**config.mk**
```make
export PLATFORM = sky130hd
export DESIGN_NAME = rv_stage_sequencer
export DESIGN_NICKNAME = d
export VERILOG_FILES = /design/src/rtl/rv_ctrl_pkg.sv /design/src/rtl/rv_opcode_classifier.sv /design/src/rtl/rv_stage_sequencer.sv
export SDC_FILE = /design/constraint.sdc
export NUM_CORES = 1
export LEC_CHECK = 0
export CORE_MARGIN = 1.5
export CORE_UTILIZATION = 30
export CTS_CLUSTER_DIAMETER = 50
export DETAILED_ROUTE_END_ITERATION = 8
export SYNTH_ARGS = -nofsm -noshare
export SYNTH_HDL_FRONTEND = slang
export SYNTH_HIERARCHICAL = 1
export SYNTH_SLANG_ARGS = --single-unit
```
**constraint.sdc**
```tcl
create_clock -name clk -period 1.8 [get_ports clk]
set_input_delay 0.36 -clock clk [delete_from_list [all_inputs] [get_ports clk]]
set_output_delay 0.36 -clock clk [all_outputs]
set_load 0.01 [all_outputs]
```
**src/rtl/rv_ctrl_pkg.sv**
```systemverilog
// Shared definitions for the RISC-V multi-cycle stage sequencer.
//   state_e      : FSM state encoding (also exported on the debug port)
//   OP_*         : major opcode values recognised by the classifier
//   FLT_*        : fault codes reported on the fault port
//   ctrl_out_t   : bundle of all Moore outputs driven toward the datapath
//   ctrl_decode(): maps a state plus the latched operand select to outputs
package rv_ctrl_pkg;

  typedef enum logic [2:0] {
    ST_IDLE      = 3'd0,
    ST_FETCH     = 3'd1,
    ST_DECODE    = 3'd2,
    ST_EXECUTE   = 3'd3,
    ST_WRITEBACK = 3'd4,
    ST_PC_UPDATE = 3'd5,
    ST_HALT      = 3'd6
  } state_e;

  localparam logic [6:0] OP_R      = 7'b0110011;
  localparam logic [6:0] OP_IMM    = 7'b0010011;
  localparam logic [6:0] OP_LOAD   = 7'b0000011;
  localparam logic [6:0] OP_STORE  = 7'b0100011;
  localparam logic [6:0] OP_SYSTEM = 7'b1110011;

  localparam logic [1:0] FLT_NONE    = 2'b00;
  localparam logic [1:0] FLT_ILLEGAL = 2'b01;
  localparam logic [1:0] FLT_TIMEOUT = 2'b10;
  localparam logic [1:0] FLT_SYSTEM  = 2'b11;

  typedef struct packed {
    logic pc_enable;
    logic pc_adder_enable;
    logic instr_enable;
    logic decode_enable;
    logic register_enable;
    logic write_enable;
    logic immed_enable;
    logic alu_mux_enable;
    logic alu_enable;
    logic reg_data_select;
    logic imm_data_select;
    logic busy;
    logic halted;
  } ctrl_out_t;

  // Output image of a state. Operand selects are only driven while the ALU
  // is actually consuming them; outside EXECUTE both stay low.
  function automatic ctrl_out_t ctrl_decode(input state_e st, input logic imm_sel);
    ctrl_out_t o;
    o = '0;
    case (st)
      ST_FETCH: begin
        o.instr_enable = 1'b1;
        o.busy         = 1'b1;
      end
      ST_DECODE: begin
        o.decode_enable   = 1'b1;
        o.immed_enable    = 1'b1;
        o.register_enable = 1'b1;
        o.busy            = 1'b1;
      end
      ST_EXECUTE: begin
        o.alu_mux_enable  = 1'b1;
        o.alu_enable      = 1'b1;
        o.imm_data_select = imm_sel;
        o.reg_data_select = ~imm_sel;
        o.busy            = 1'b1;
      end
      ST_WRITEBACK: begin
        o.register_enable = 1'b1;
        o.write_enable    = 1'b1;
        o.busy            = 1'b1;
      end
      ST_PC_UPDATE: begin
        o.pc_adder_enable = 1'b1;
        o.pc_enable       = 1'b1;
        o.busy            = 1'b1;
      end
      ST_HALT:  o.halted = 1'b1;
      default:  o = '0;
    endcase
    return o;
  endfunction

endpackage

```
**src/rtl/rv_opcode_classifier.sv**
```systemverilog
// Combinational opcode classifier.
//   opcode    : instr[6:0]
//   rd        : destination register index
//   valid     : opcode is one of the supported classes (SYSTEM included)
//   wb        : instruction writes the register file (suppressed for x0)
//   imm_sel   : ALU operand B comes from the immediate
//   is_system : ECALL/EBREAK class, which traps to HALT
module rv_opcode_classifier
  import rv_ctrl_pkg::*;
(
  input  logic [6:0] opcode,
  input  logic [4:0] rd,
  output logic       valid,
  output logic       wb,
  output logic       imm_sel,
  output logic       is_system
);

  logic wb_raw;

  always_comb begin
    valid     = 1'b0;
    wb_raw    = 1'b0;
    imm_sel   = 1'b0;
    is_system = 1'b0;
    case (opcode)
      OP_R:      begin valid = 1'b1; wb_raw = 1'b1; end
      OP_IMM:    begin valid = 1'b1; wb_raw = 1'b1; imm_sel = 1'b1; end
      OP_LOAD:   begin valid = 1'b1; wb_raw = 1'b1; imm_sel = 1'b1; end
      OP_STORE:  begin valid = 1'b1; imm_sel = 1'b1; end
      OP_SYSTEM: begin valid = 1'b1; is_system = 1'b1; end
      default:   valid = 1'b0;
    endcase
  end

  // Writes to x0 are architecturally discarded, so skip WRITEBACK entirely.
  assign wb = wb_raw & (rd != 5'd0);

endmodule

```
**src/rtl/rv_stage_sequencer.sv**
```systemverilog
// Multi-cycle control FSM for the single-cycle RISC-V datapath.
// Walks FETCH -> DECODE -> EXECUTE -> [WRITEBACK] -> PC_UPDATE, one stage per
// cycle, with run / single-step / halt control, a fetch timeout, an illegal
// opcode trap and a retired-instruction counter.
//   clk, rst_n         : clock, asynchronous active-low reset
//   run, step, halt_req: execution control (level, pulse, level)
//   mem_ready          : instruction memory data valid
//   opcode, rd         : decoded instruction fields, sampled in DECODE
//   *_enable           : datapath stage enables
//   reg/imm_data_select: ALU operand-B source select
//   state, busy, halted: debug / status
//   fault              : 00 none, 01 illegal, 10 fetch timeout, 11 system
//   retired_count      : completed instructions, wraps
// All outputs are registered images of the state being entered, so they are
// valid for the whole cycle that state is held.
module rv_stage_sequencer
  import rv_ctrl_pkg::*;
#(
  parameter int CNT_W         = 32,
  parameter int FETCH_TIMEOUT = 16
) (
  input  logic             clk,
  input  logic             rst_n,
  input  logic             run,
  input  logic             step,
  input  logic             halt_req,
  input  logic             mem_ready,
  input  logic [6:0]       opcode,
  input  logic [4:0]       rd,
  output logic             pc_enable,
  output logic             pc_adder_enable,
  output logic             instr_enable,
  output logic             decode_enable,
  output logic             register_enable,
  output logic             write_enable,
  output logic             immed_enable,
  output logic             alu_mux_enable,
  output logic             alu_enable,
  output logic             reg_data_select,
  output logic             imm_data_select,
  output logic [2:0]       state,
  output logic             busy,
  output logic             halted,
  output logic [1:0]       fault,
  output logic [CNT_W-1:0] retired_count
);

  // Last counter value before the timeout fires: FETCH is held exactly
  // FETCH_TIMEOUT cycles without mem_ready before HALT.
  localparam logic [7:0] TMO_LAST = 8'(FETCH_TIMEOUT - 1);

  state_e           state_q, state_n;
  logic             step_mode_q, step_mode_n;
  logic             wb_q, wb_n;
  logic             imm_q, imm_n;
  logic [1:0]       fault_q, fault_n;
  logic [7:0]       tmo_q, tmo_n;
  logic             retire;
  logic [CNT_W-1:0] retired_q;
  ctrl_out_t        out_q;

  logic cls_valid, cls_wb, cls_imm, cls_sys;

  rv_opcode_classifier u_cls (
    .opcode    (opcode),
    .rd        (rd),
    .valid     (cls_valid),
    .wb        (cls_wb),
    .imm_sel   (cls_imm),
    .is_system (cls_sys)
  );

  always_comb begin
    state_n     = state_q;
    step_mode_n = step_mode_q;
    wb_n        = wb_q;
    imm_n       = imm_q;
    fault_n     = fault_q;
    tmo_n       = tmo_q;
    retire      = 1'b0;
    case (state_q)
      ST_IDLE: begin
        tmo_n = '0;
        // halt_req blocks a start; run beats step when both are present.
        if (!halt_req && (run || step)) begin
          state_n     = ST_FETCH;
          step_mode_n = ~run;
        end
      end
      ST_FETCH: begin
        if (mem_ready) begin
          state_n = ST_DECODE;
          tmo_n   = '0;
        end else if (tmo_q == TMO_LAST) begin
          state_n = ST_HALT;
          fault_n = FLT_TIMEOUT;
          tmo_n   = '0;
        end else begin
          tmo_n = tmo_q + 8'd1;
        end
      end
      ST_DECODE: begin
        if (!cls_valid) begin
          state_n = ST_HALT;
          fault_n = FLT_ILLEGAL;
        end else if (cls_sys) begin
          state_n = ST_HALT;
          fault_n = FLT_SYSTEM;
        end else begin
          state_n = ST_EXECUTE;
          wb_n    = cls_wb;
          imm_n   = cls_imm;
        end
      end
      ST_EXECUTE:   state_n = wb_q ? ST_WRITEBACK : ST_PC_UPDATE;
      ST_WRITEBACK: state_n = ST_PC_UPDATE;
      ST_PC_UPDATE: begin
        retire = 1'b1;
        if (run && !halt_req && !step_mode_q) begin
          state_n = ST_FETCH;
        end else begin
          state_n     = ST_IDLE;
          step_mode_n = 1'b0;
        end
      end
      ST_HALT: state_n = ST_HALT;
      // Unused encoding: fall back to IDLE.
      default: begin
        state_n     = ST_IDLE;
        step_mode_n = 1'b0;
      end
    endcase
  end

  always_ff @(posedge clk or negedge rst_n) begin
    if (!rst_n) begin
      state_q     <= ST_IDLE;
      step_mode_q <= 1'b0;
      wb_q        <= 1'b0;
      imm_q       <= 1'b0;
      fault_q     <= FLT_NONE;
      tmo_q       <= '0;
      retired_q   <= '0;
      out_q       <= '0;
    end else begin
      state_q     <= state_n;
      step_mode_q <= step_mode_n;
      wb_q        <= wb_n;
      imm_q       <= imm_n;
      fault_q     <= fault_n;
      tmo_q       <= tmo_n;
      if (retire) retired_q <= retired_q + 1'b1;
      // Registered Moore outputs: decode the state being entered.
      out_q       <= ctrl_decode(state_n, imm_n);
    end
  end

  assign pc_enable       = out_q.pc_enable;
  assign pc_adder_enable = out_q.pc_adder_enable;
  assign instr_enable    = out_q.instr_enable;
  assign decode_enable   = out_q.decode_enable;
  assign register_enable = out_q.register_enable;
  assign write_enable    = out_q.write_enable;
  assign immed_enable    = out_q.immed_enable;
  assign alu_mux_enable  = out_q.alu_mux_enable;
  assign alu_enable      = out_q.alu_enable;
  assign reg_data_select = out_q.reg_data_select;
  assign imm_data_select = out_q.imm_data_select;
  assign busy            = out_q.busy;
  assign halted          = out_q.halted;
  assign state           = state_q;
  assign fault           = fault_q;
  assign retired_count   = retired_q;

endmodule
```
==> results by group <==
STA
  • Fin. max-slew vios: 0
  • Max Clock Skew: 0.007072 ns
  • Setup violations, final: 0
  • Post-route minimum period: 1.738 ns
  • Period utilization: 0.9653
  • Least-Margin Pin Slew: 0.5100 ns
  • Worst-case hold slack: 0.007771 ns
  • Final Hold Violating Endpoints: 0
  • Relative slew slack: 0.6571
  • Post-Route Setup TNS: 0 ns
  • Unrepaired setup endpoints after global routing: yes
  • Fmax: 575.5 MHz

Flow run
  • Max-Cap Viols: 0

Clock network
  • Worst skew pair latency: 0.33 ns
  • Longest Clk Path Bufs: 2
  • Cts bufs inserted: 9
  • Root buf cell: clkbuf_8
  • CTS tree: built
  • Hold_buf cts: 0
  • Clock sinks: 57
  • Reg clk slew, reported paths: 0.06 ns
  • H-tree level count: 3

Routing
  • Wire length on met1: 2956 um
  • Via count: 2,319
  • Initial DRC Count: 96
  • Met3 WL post-DR: 359 um
  • Top Layer Used: met4
  • Vias per cell: 4.966
  • # DRC: 0
  • Routed Antenna Nets: 0
  • Metal2 WL: 2989 um
  • Wirelength per Cell: 13.72 um
  • DRT Pass-1 Iters: 4
  • Routed WL: 6407 um

Floorplanning
  • FP Rows: 34
  • DIE AREA: 9833 um^2
  • Die Span Y: 99.16 um
  • Die W: 99.16 um
  • Top-Level Pins: 68
  • Core ar.: 8848 um^2
  • Starting Density: 0.3135

Yosys
  • Synth Register Bits: 57
  • Syn nets: 281
  • Post-Syn Area: 2774 um^2
  • Synth Instances: 261
  • Sequential share of the synthesized area: 0.5142
  • YS warnings: 6
  • EDFF count, synth: 0
  • Top_reg_cell synth: dfrtp_1
  • Post-synthesis async set-or-reset flop share: 1.000
  • Avg Synthesized Cell Area: 10.63 um^2
  • Post-synthesis cell type count: 50

Setup path
  • Top Family by Delay on Critical Path: buffers and inverters
  • Data required, critical path: 1.44 ns
  • Critical Path Max Stage Delay: 0.58 ns
  • Endpoint class of the critical path: output port
  • WP buf/inv: 1
  • Critical path class: reg2out
  • Reg2Reg Setup Slack: 0.10 ns
  • Worst reg2reg startpoint: state[1]
  • Endpoint of the worst register-to-register path: step_mode_q
  • Arrival time at the worst endpoint: 1.38 ns
  • Worst-path cell chain: clkdlybuf4s50_1
  • Reg2Reg Depth: 4
  • Crit start category: register
  • Worst-path fanout max: 10
  • Slowest stage cell on the critical path: clkdlybuf4s50_1

Power and ir drop
  • Static Leak: 0.001769 uW
  • Worst IR Drop VDD: 491.8 uV
  • Pwr Density: 1059 nW/um^2

Finish
  • Fraction of layout cells with a size suffix above 1: 0.2006
  • ANT cells: 0
  • Post-route cell area: 3998 um^2
  • Most common cell after layout, fill and taps aside: clkdlybuf4s50_1
  • Most frequent cells in the layout: 64 x clkdlybuf4s50_1, 56 x dfrtp_1, 25 x buf_4, 23 x nand2_1, 20 x xnor2_1
  • Synth-to-Final Area Change: 44.11%
  • Final Net Count: 375

Global routing
  • Grt total ovfl: 0
  • First-pass GRT wire length: 10,620 um
  • Antenna violations before repair: 0
  • Pin count of the biggest net entering global routing: 58
  • Total GRT Usage: 0.1373
  • Number of global-route vias before repair: 2,230

Run status
  • Status: finished, final reports clean

Placed design
  • HPWL Detailed: 4638 um
  • Port Buffers: 67
  • Post-place instance area: 3720 um^2
  • Routability cong.: 0.7749

Hold path
  • Hold Path Class: in2async
-- layer usage --
layer	vias up	global-route usage
li1	1128	-
met1	1110	0.1824
met2	72	0.2154
met3	9	0.03092
met4	0	0.06176
met5	-	0
-- Yosys cell counts, types with 3 or more instances --
library cell   n  area [um^2]
a21o_1         3        22.52
a21oi_1        8        40.04
and2_1         6        37.54
and3_1         9        56.30
and4_1         6        52.55
buf_2          3        15.01
buf_4          4        30.03
clkbuf_1       3        11.26
dfrtp_1       57         1426
inv_1          7        26.28
nand2_1       23        86.33
nand2b_1       3        18.77
nand3_1       12        60.06
nand4_1       16        100.1
nor2_1        12        45.04
nor4_1         8        50.05
o21ai_0        8        40.04
or3b_2         3        26.28
xnor2_1       20        175.2
xor2_1        11        96.34
-- per-stage QoR --
step,instances,total power (uW),util,setup slack [ns]
after CTS,466,4278,0.4444,0.01507
final,467,4235,0.4518,0.06237
after global placement,450,3145,0.4204,-0.3280
after global routing,467,4510,0.4518,-0.008939
after detailed placement,450,3160,0.4204,-0.3760
after floorplan,261,2414,-,0.1143
-- cells by family (layout without fill, tap and decap cells) --
kind of cell / count (synthesis) / count (layout) / share of synthesized area
buf+inv: 19 / 117 / 0.03518
mux: 3 / 3 / 0.01173
simple gates: 117 / 117 / 0.2540
flops: 57 / 57 / 0.5142
xor+xnor: 31 / 31 / 0.09788
compound gates: 32 / 32 / 0.07804
fa+ha+maj: 2 / 2 / 0.009020
-- how the worst max path moves through the flow --
stage	startpoint	end	slack, ns	cells past startpoint
after floorplan	opcode[2]	instr_enable	0.11	6
after global placement	opcode[2]	busy	-0.33	7
after detailed placement	opcode[3]	busy	-0.38	7
after CTS	opcode[0]	instr_enable	0.02	7
after global routing	opcode[2]	register_enable	-0.009	8
final	state[0]	state[0]	0.06	1
-- area by class of cell --
type	count	area [um^2]
Inverter	8	30.03
Timing Repair Buffer	94	894.6
Fill cell	849	4851
Clock inverter	3	15.01
Clock buffer	12	165.2
Multi-Input combinational cell	185	1330
Tap cell	108	135.1
Sequential cell	57	1428
-- timing repair --
item	CTS	global route
endpoints found under the setup margin	7	9
setup buffers	1	1
gates resized for setup	5	13
pin swaps	0	5
-- state kept, by name, indices dropped and copies added, names as in the netlist --
| register | count |
|---|---|
| write_enable | 1 |
| step_mode_q | 1 |
| halted | 1 |
| pc_adder_enable | 1 |
| instr_enable | 1 |
| fault | 2 |
| retired_count | 32 |
| alu_enable | 1 |
| immed_enable | 1 |
| tmo_q | 8 |
| state | 3 |
| reg_data_select | 1 |
| imm_data_select | 1 |
| wb_q | 1 |
| busy | 1 |
| register_enable | 1 |
-- power by group --
part,leakage (uW),internal (uW),switching (uW),total [uW]
combinational,0.000901,817,716,1530
clock,0.0000980,597,487,1080
sequential,0.000770,1470,145,1620
total,0.00177,2890,1350,4240
Power figures use the tool's default switching activity.
